[src/rtl/tt_div_pkg.sv]
// Shared types and pin-map constants for the TT10 serial divider tile.
package tt_div_pkg;

  localparam int unsigned WIDTH = 8;

  typedef enum logic [1:0] {
    IDLE = 2'd0,
    RUN  = 2'd1,
    DONE = 2'd2
  } state_t;

  // uio_in control bit positions
  localparam int unsigned LOAD_A_BIT  = 0;
  localparam int unsigned LOAD_B_BIT  = 1;
  localparam int unsigned START_BIT   = 2;
  localparam int unsigned SEL_REM_BIT = 3;

  // uio_out status bit positions
  localparam int unsigned BUSY_BIT = 4;
  localparam int unsigned DONE_BIT = 5;
  localparam int unsigned DBZ_BIT  = 6;

  localparam logic [7:0] UIO_OE_MASK = 8'hF0;

endpackage

[src/rtl/div_step.sv]
// One restoring-division iteration: shift in the next dividend bit, trial-subtract.
module div_step
  import tt_div_pkg::*;
(
  input  logic [WIDTH:0]   rem_acc,
  input  logic [WIDTH-1:0] quo_sh,
  input  logic [WIDTH-1:0] divisor,
  output logic [WIDTH:0]   rem_next,
  output logic [WIDTH-1:0] quo_next
);

  localparam int unsigned RW = WIDTH + 1;

  logic [WIDTH+1:0] rem_sh;
  logic [WIDTH+1:0] diff;
  logic             fits;

  // Extra top bit keeps the compare exact; rem_acc[WIDTH] is always 0 between steps.
  always_comb begin
    rem_sh   = {rem_acc, quo_sh[WIDTH-1]};
    diff     = rem_sh - {2'b00, divisor};
    fits     = (rem_sh >= {2'b00, divisor});
    rem_next = fits ? RW'(diff) : RW'(rem_sh);
    quo_next = {quo_sh[WIDTH-2:0], fits};
  end

endmodule

[src/rtl/tt_um_serial_divider_tt10_digitallogic.sv]
// Sequential 8-bit unsigned restoring divider: FSM, operand/result registers, pin mapping.
module tt_um_serial_divider_tt10_digitallogic
  import tt_div_pkg::*;
(
  input  logic             clk,
  input  logic             rst_n,
  input  logic             ena,
  input  logic [WIDTH-1:0] ui_in,
  input  logic [7:0]       uio_in,
  output logic [WIDTH-1:0] uo_out,
  output logic [7:0]       uio_out,
  output logic [7:0]       uio_oe
);

  localparam int unsigned CNT_W = $clog2(WIDTH);

  state_t           state;
  logic [WIDTH-1:0] dividend;
  logic [WIDTH-1:0] divisor;
  logic [WIDTH:0]   rem_acc;
  logic [WIDTH-1:0] quo_sh;
  logic [CNT_W-1:0] cnt;
  logic [WIDTH-1:0] q_res;
  logic [WIDTH-1:0] r_res;
  logic             done;
  logic             div_by_zero;

  logic [WIDTH:0]   rem_next;
  logic [WIDTH-1:0] quo_next;

  logic load_a, load_b, start, sel_rem, any_load;
  assign load_a   = uio_in[LOAD_A_BIT];
  assign load_b   = uio_in[LOAD_B_BIT];
  assign start    = uio_in[START_BIT];
  assign sel_rem  = uio_in[SEL_REM_BIT];
  assign any_load = load_a | load_b;

  div_step u_step (
    .rem_acc  (rem_acc),
    .quo_sh   (quo_sh),
    .divisor  (divisor),
    .rem_next (rem_next),
    .quo_next (quo_next)
  );

  // Loads take priority over start; both are ignored while RUN.
  always_ff @(posedge clk or negedge rst_n) begin
    if (!rst_n) begin
      state       <= IDLE;
      dividend    <= '0;
      divisor     <= '0;
      rem_acc     <= '0;
      quo_sh      <= '0;
      cnt         <= '0;
      q_res       <= '0;
      r_res       <= '0;
      done        <= 1'b0;
      div_by_zero <= 1'b0;
    end else begin
      unique case (state)
        IDLE, DONE: begin
          if (any_load) begin
            if (load_a) dividend <= ui_in;
            if (load_b) divisor  <= ui_in;
            if (state == DONE) begin
              done        <= 1'b0;
              div_by_zero <= 1'b0;
              state       <= IDLE;
            end
          end else if (start) begin
            if (divisor == '0) begin
              q_res       <= '1;
              r_res       <= dividend;
              done        <= 1'b1;
              div_by_zero <= 1'b1;
              state       <= DONE;
            end else begin
              quo_sh      <= dividend;
              rem_acc     <= '0;
              cnt         <= '0;
              done        <= 1'b0;
              div_by_zero <= 1'b0;
              state       <= RUN;
            end
          end
        end
        RUN: begin
          rem_acc <= rem_next;
          quo_sh  <= quo_next;
          cnt     <= cnt + 1'b1;
          if (cnt == CNT_W'(WIDTH - 1)) begin
            q_res       <= quo_next;
            r_res       <= WIDTH'(rem_next);
            done        <= 1'b1;
            div_by_zero <= 1'b0;
            state       <= DONE;
          end
        end
        default: state <= IDLE;
      endcase
    end
  end

  assign uo_out = sel_rem ? r_res : q_res;

  always_comb begin
    uio_out           = '0;
    uio_out[BUSY_BIT] = (state == RUN);
    uio_out[DONE_BIT] = done;
    uio_out[DBZ_BIT]  = div_by_zero;
  end

  assign uio_oe = UIO_OE_MASK;

  logic unused;
  assign unused = &{1'b0, ena, uio_in[7:4]};

endmodule

[config.mk]
export PLATFORM = sky130hd
export DESIGN_NAME = tt_um_serial_divider_tt10_digitallogic
export DESIGN_NICKNAME = d
export VERILOG_FILES = /design/src/rtl/tt_div_pkg.sv /design/src/rtl/div_step.sv /design/src/rtl/tt_um_serial_divider_tt10_digitallogic.sv
export SDC_FILE = /design/constraint.sdc
export NUM_CORES = 1
export LEC_CHECK = 0
export ABC_AREA = 1
export CAP_MARGIN = 20
export CORE_MARGIN = 8
export CORE_UTILIZATION = 40
export CTS_CLUSTER_DIAMETER = 80
export DETAILED_ROUTE_END_ITERATION = 12
export DONT_BUFFER_PORTS = 1
export GPL_ROUTABILITY_DRIVEN = 0
export PLACE_DENSITY = 0.55
export SYNTH_ARGS = -nofsm -noshare
export SYNTH_HDL_FRONTEND = slang
export SYNTH_HIERARCHICAL = 1
export SYNTH_SLANG_ARGS = --single-unit
[constraint.sdc]
create_clock -name clk -period 5.8 [get_ports clk]
set_clock_uncertainty 0.1 [all_clocks]
set_input_delay 0.87 -clock clk [delete_from_list [all_inputs] [get_ports clk]]
set_output_delay 0.87 -clock clk [all_outputs]
set_load 0.02 [all_outputs]
==> flow_metrics.py <==
metrics = {
    "placement": {
        "post-place-cells": 537,
        "dp_hpwl_um": 5856,
        "io_buffers": 0,
        "place_ws_ns": 3.408,
        "placed_cell_area_um2": 3426,
    },
    "routing": {
        "wl_per_cell_um": 14.21,
        "ant_nets": 0,
        "routed_via_density": 4.901,
        "drt-pass1-iter-count": 4,
        "routed_wl_um": 7731,
        "vias": 2666,
        "drc": 0,
        "initialDrtViolationCount": 189,
    },
    "setup_path": {
        "critPathCaptureType": "primary output",
        "critPathLaunchType": "flop",
        "worstPathMaxFanout": 41,
        "worst-endpoint-arrival_ns": 1.72,
        "worstSetupPathType": "reg -> out",
        "critPathRequiredTime_ns": 4.83,
    },
    "clock_tree": {
        "cts_tree": "done",
        "clock-sinks": 56,
        "cts_root_buf": "clkbuf_8",
        "clk_pin_slew_ns": 0.10,
        "ctsHoldBuffers": 0,
        "max-clock-path-buffers": 2,
        "postCtsSetupRepairBufs": 0,
        "insertion_delay_ns": 0.30,
        "htree_levels": 2,
        "ctsResizeCount": 0,
        "cts-buffers-inserted": 5,
    },
    "sta": {
        "rsz0062_at_grt": "false",
        "layout_min_cycle_time_ns": 2.690,
        "fin_crit_sh_pct": 46.38,
        "drv_slew": 0,
        "tightest_slew_ns": 0.8522,
        "setup_tns_ns": 0,
        "setup_ws_ns": 3.110,
        "setup_viol": 0,
        "hold_viol": 0,
        "fmax_mhz": 371.8,
        "hold_slack_ns": 0.1501,
        "slew-limit-headroom_pct": 43.03,
    },
    "global_route": {
        "track_usage_pct": 13.79,
        "grt_pass1_wl_um": 13200,
        "antenna_found_initial": 0,
        "grt_max_degree": 57,
        "grt_pass1_vias": 2628,
        "grt.overflow.total": 0,
    },
    "logic_synthesis": {
        "synth-edff-count": 0,
        "synth_top_area_cell": "dfrtp_1",
        "synth_area_leaders": "dfrtp_1, nand2_1, nand3_1, inv_1, buf_4",
        "synth.top_cell.area_share_pct": 39.94,
        "ys.flop_type": "dfrtp_1",
        "synth-async-reset-ratio_pct": 100.0,
        "yosys_warnings": 6,
        "ys_types": 30,
        "ys_seq_area_share_pct": 39.94,
        "ys_seq_elements": 56,
        "synthCells": 455,
        "syn_area_um2": 3508,
        "avgSynthCellArea_um2": 7.711,
    },
    "finish": {
        "final_util_pct": 40.99,
        "syn2layout_area_growth_pct": 0.3923,
        "seq_area_um2": 1401,
        "final_common_cell": "nand2_1",
        "fillers": 941,
        "drive_gt1_share_pct": 11.01,
        "multi_input_area_um2": 1698,
        "final_cell_mix": "nand2_1, dfrtp_1, nand3_1",
        "design_area_um2": 3522,
        "final_cells": 544,
        "num_antenna_cells": 0,
        "num-nets-final": 466,
    },
    "hold_path": {
        "hold_class": "in -> async",
    },
    "floorplanning": {
        "core.rowCount": 34,
        "dieArea_um2": 12020,
        "core_region_area_um2": 8593,
        "die_w_um": 109.7,
        "pin_count": 43,
        "start_util_pct": 40.83,
        "die_y_um": 109.7,
    },
    "run_status": {
        "outcome": "finished clean",
    },
    "power_and_ir_drop": {
        "powerDensity_nw_per_um2": 644.1,
        "p_leak_nw": 1.929,
        "peakVddDrop_mv": 0.2112,
        "power_mw": 2.268,
    },
    "flow_run": {
        "cap_violations": 0,
    },
}
-- metal layers --
layer | GRT usage (%) | wire, um | vias to the layer above
met5 | 0 | 0 | -
met4 | 2.989 | 51 | 0
met2 | 20.07 | 3320 | 48
li1 | - | - | 1364
met1 | 20.26 | 3945 | 1250
met3 | 3.107 | 413 | 4
-- where the power goes --
part,switching [mW],leakage [nW],internal (mW)
clock,0.122,0.0503,0.107
sequential,0.135,0.706,0.569
combinational,0.892,1.17,0.444
-- synth_stat cells (2+ instances only) --
library cell  count
buf_6             3
nand2_4           4
nand2_2           8
nor2_2            5
buf_2             9
o21ai_2           2
mux2_2            8
xor2_1            3
nand2_1         163
nor2_1            3
dfrtp_1          56
nand3_1          54
ha_1             10
inv_2             4
buf_4            23
inv_1            47
o21ai_0          25
clkbuf_1          2
conb_1            2
nand4_1          12
nor2_4            2
nand3_2           2
-- sequential cells by signal (all words and copies together), names as in the netlist --
name         flops
state            2
quo_sh           8
div_by_zero      1
done             1
divisor          8
r_res            8
dividend         8
rem_acc          9
q_res            8
cnt              3
-- critical path: stages, from the launching register on --
cell,delay (ns)
dfrtp_1,0.40
inv_2,0.06
nand2_2,0.38
inv_2,0.57
-- logic make-up after synthesis --
logic type | Yosys count | synth area share, %
AND/OR/NAND/NOR | 257 | 34.27
flip-flops | 56 | 39.94
multiplexers | 8 | 2.568
XOR/XNOR | 3 | 0.7491
buffers and inverters | 88 | 12.84
other | 2 | 0.2141
adder cells (fa/ha/maj) | 11 | 4.137
AO/OA/AOI/OAI | 30 | 5.278
-- layout make-up --
cell class	count	area share [%]
flip-flops and latches	56	39.79
clock buffers	7	2.735
inverters	51	5.435
multi-input cells	322	48.21
well taps	108	3.837
-- worst paths after layout --
kind / start / to / depth (start not counted) / slack [ns]
setup reg to reg: quo_sh[7] / r_res[1] / 15 / 3.37
setup / recovery: state[1] / uio_out[4] / 3 / 3.11
hold reg to reg: r_res[2] / r_res[2] / 2 / 0.37
max in group asynchronous: rst_n / divisor[4] / 0 / 5.32
hold / removal: rst_n / q_res[4] / 0 / 0.15
min in group clk: r_res[2] / r_res[2] / 2 / 0.37
Note: power is estimated with default switching activity, not from simulation.
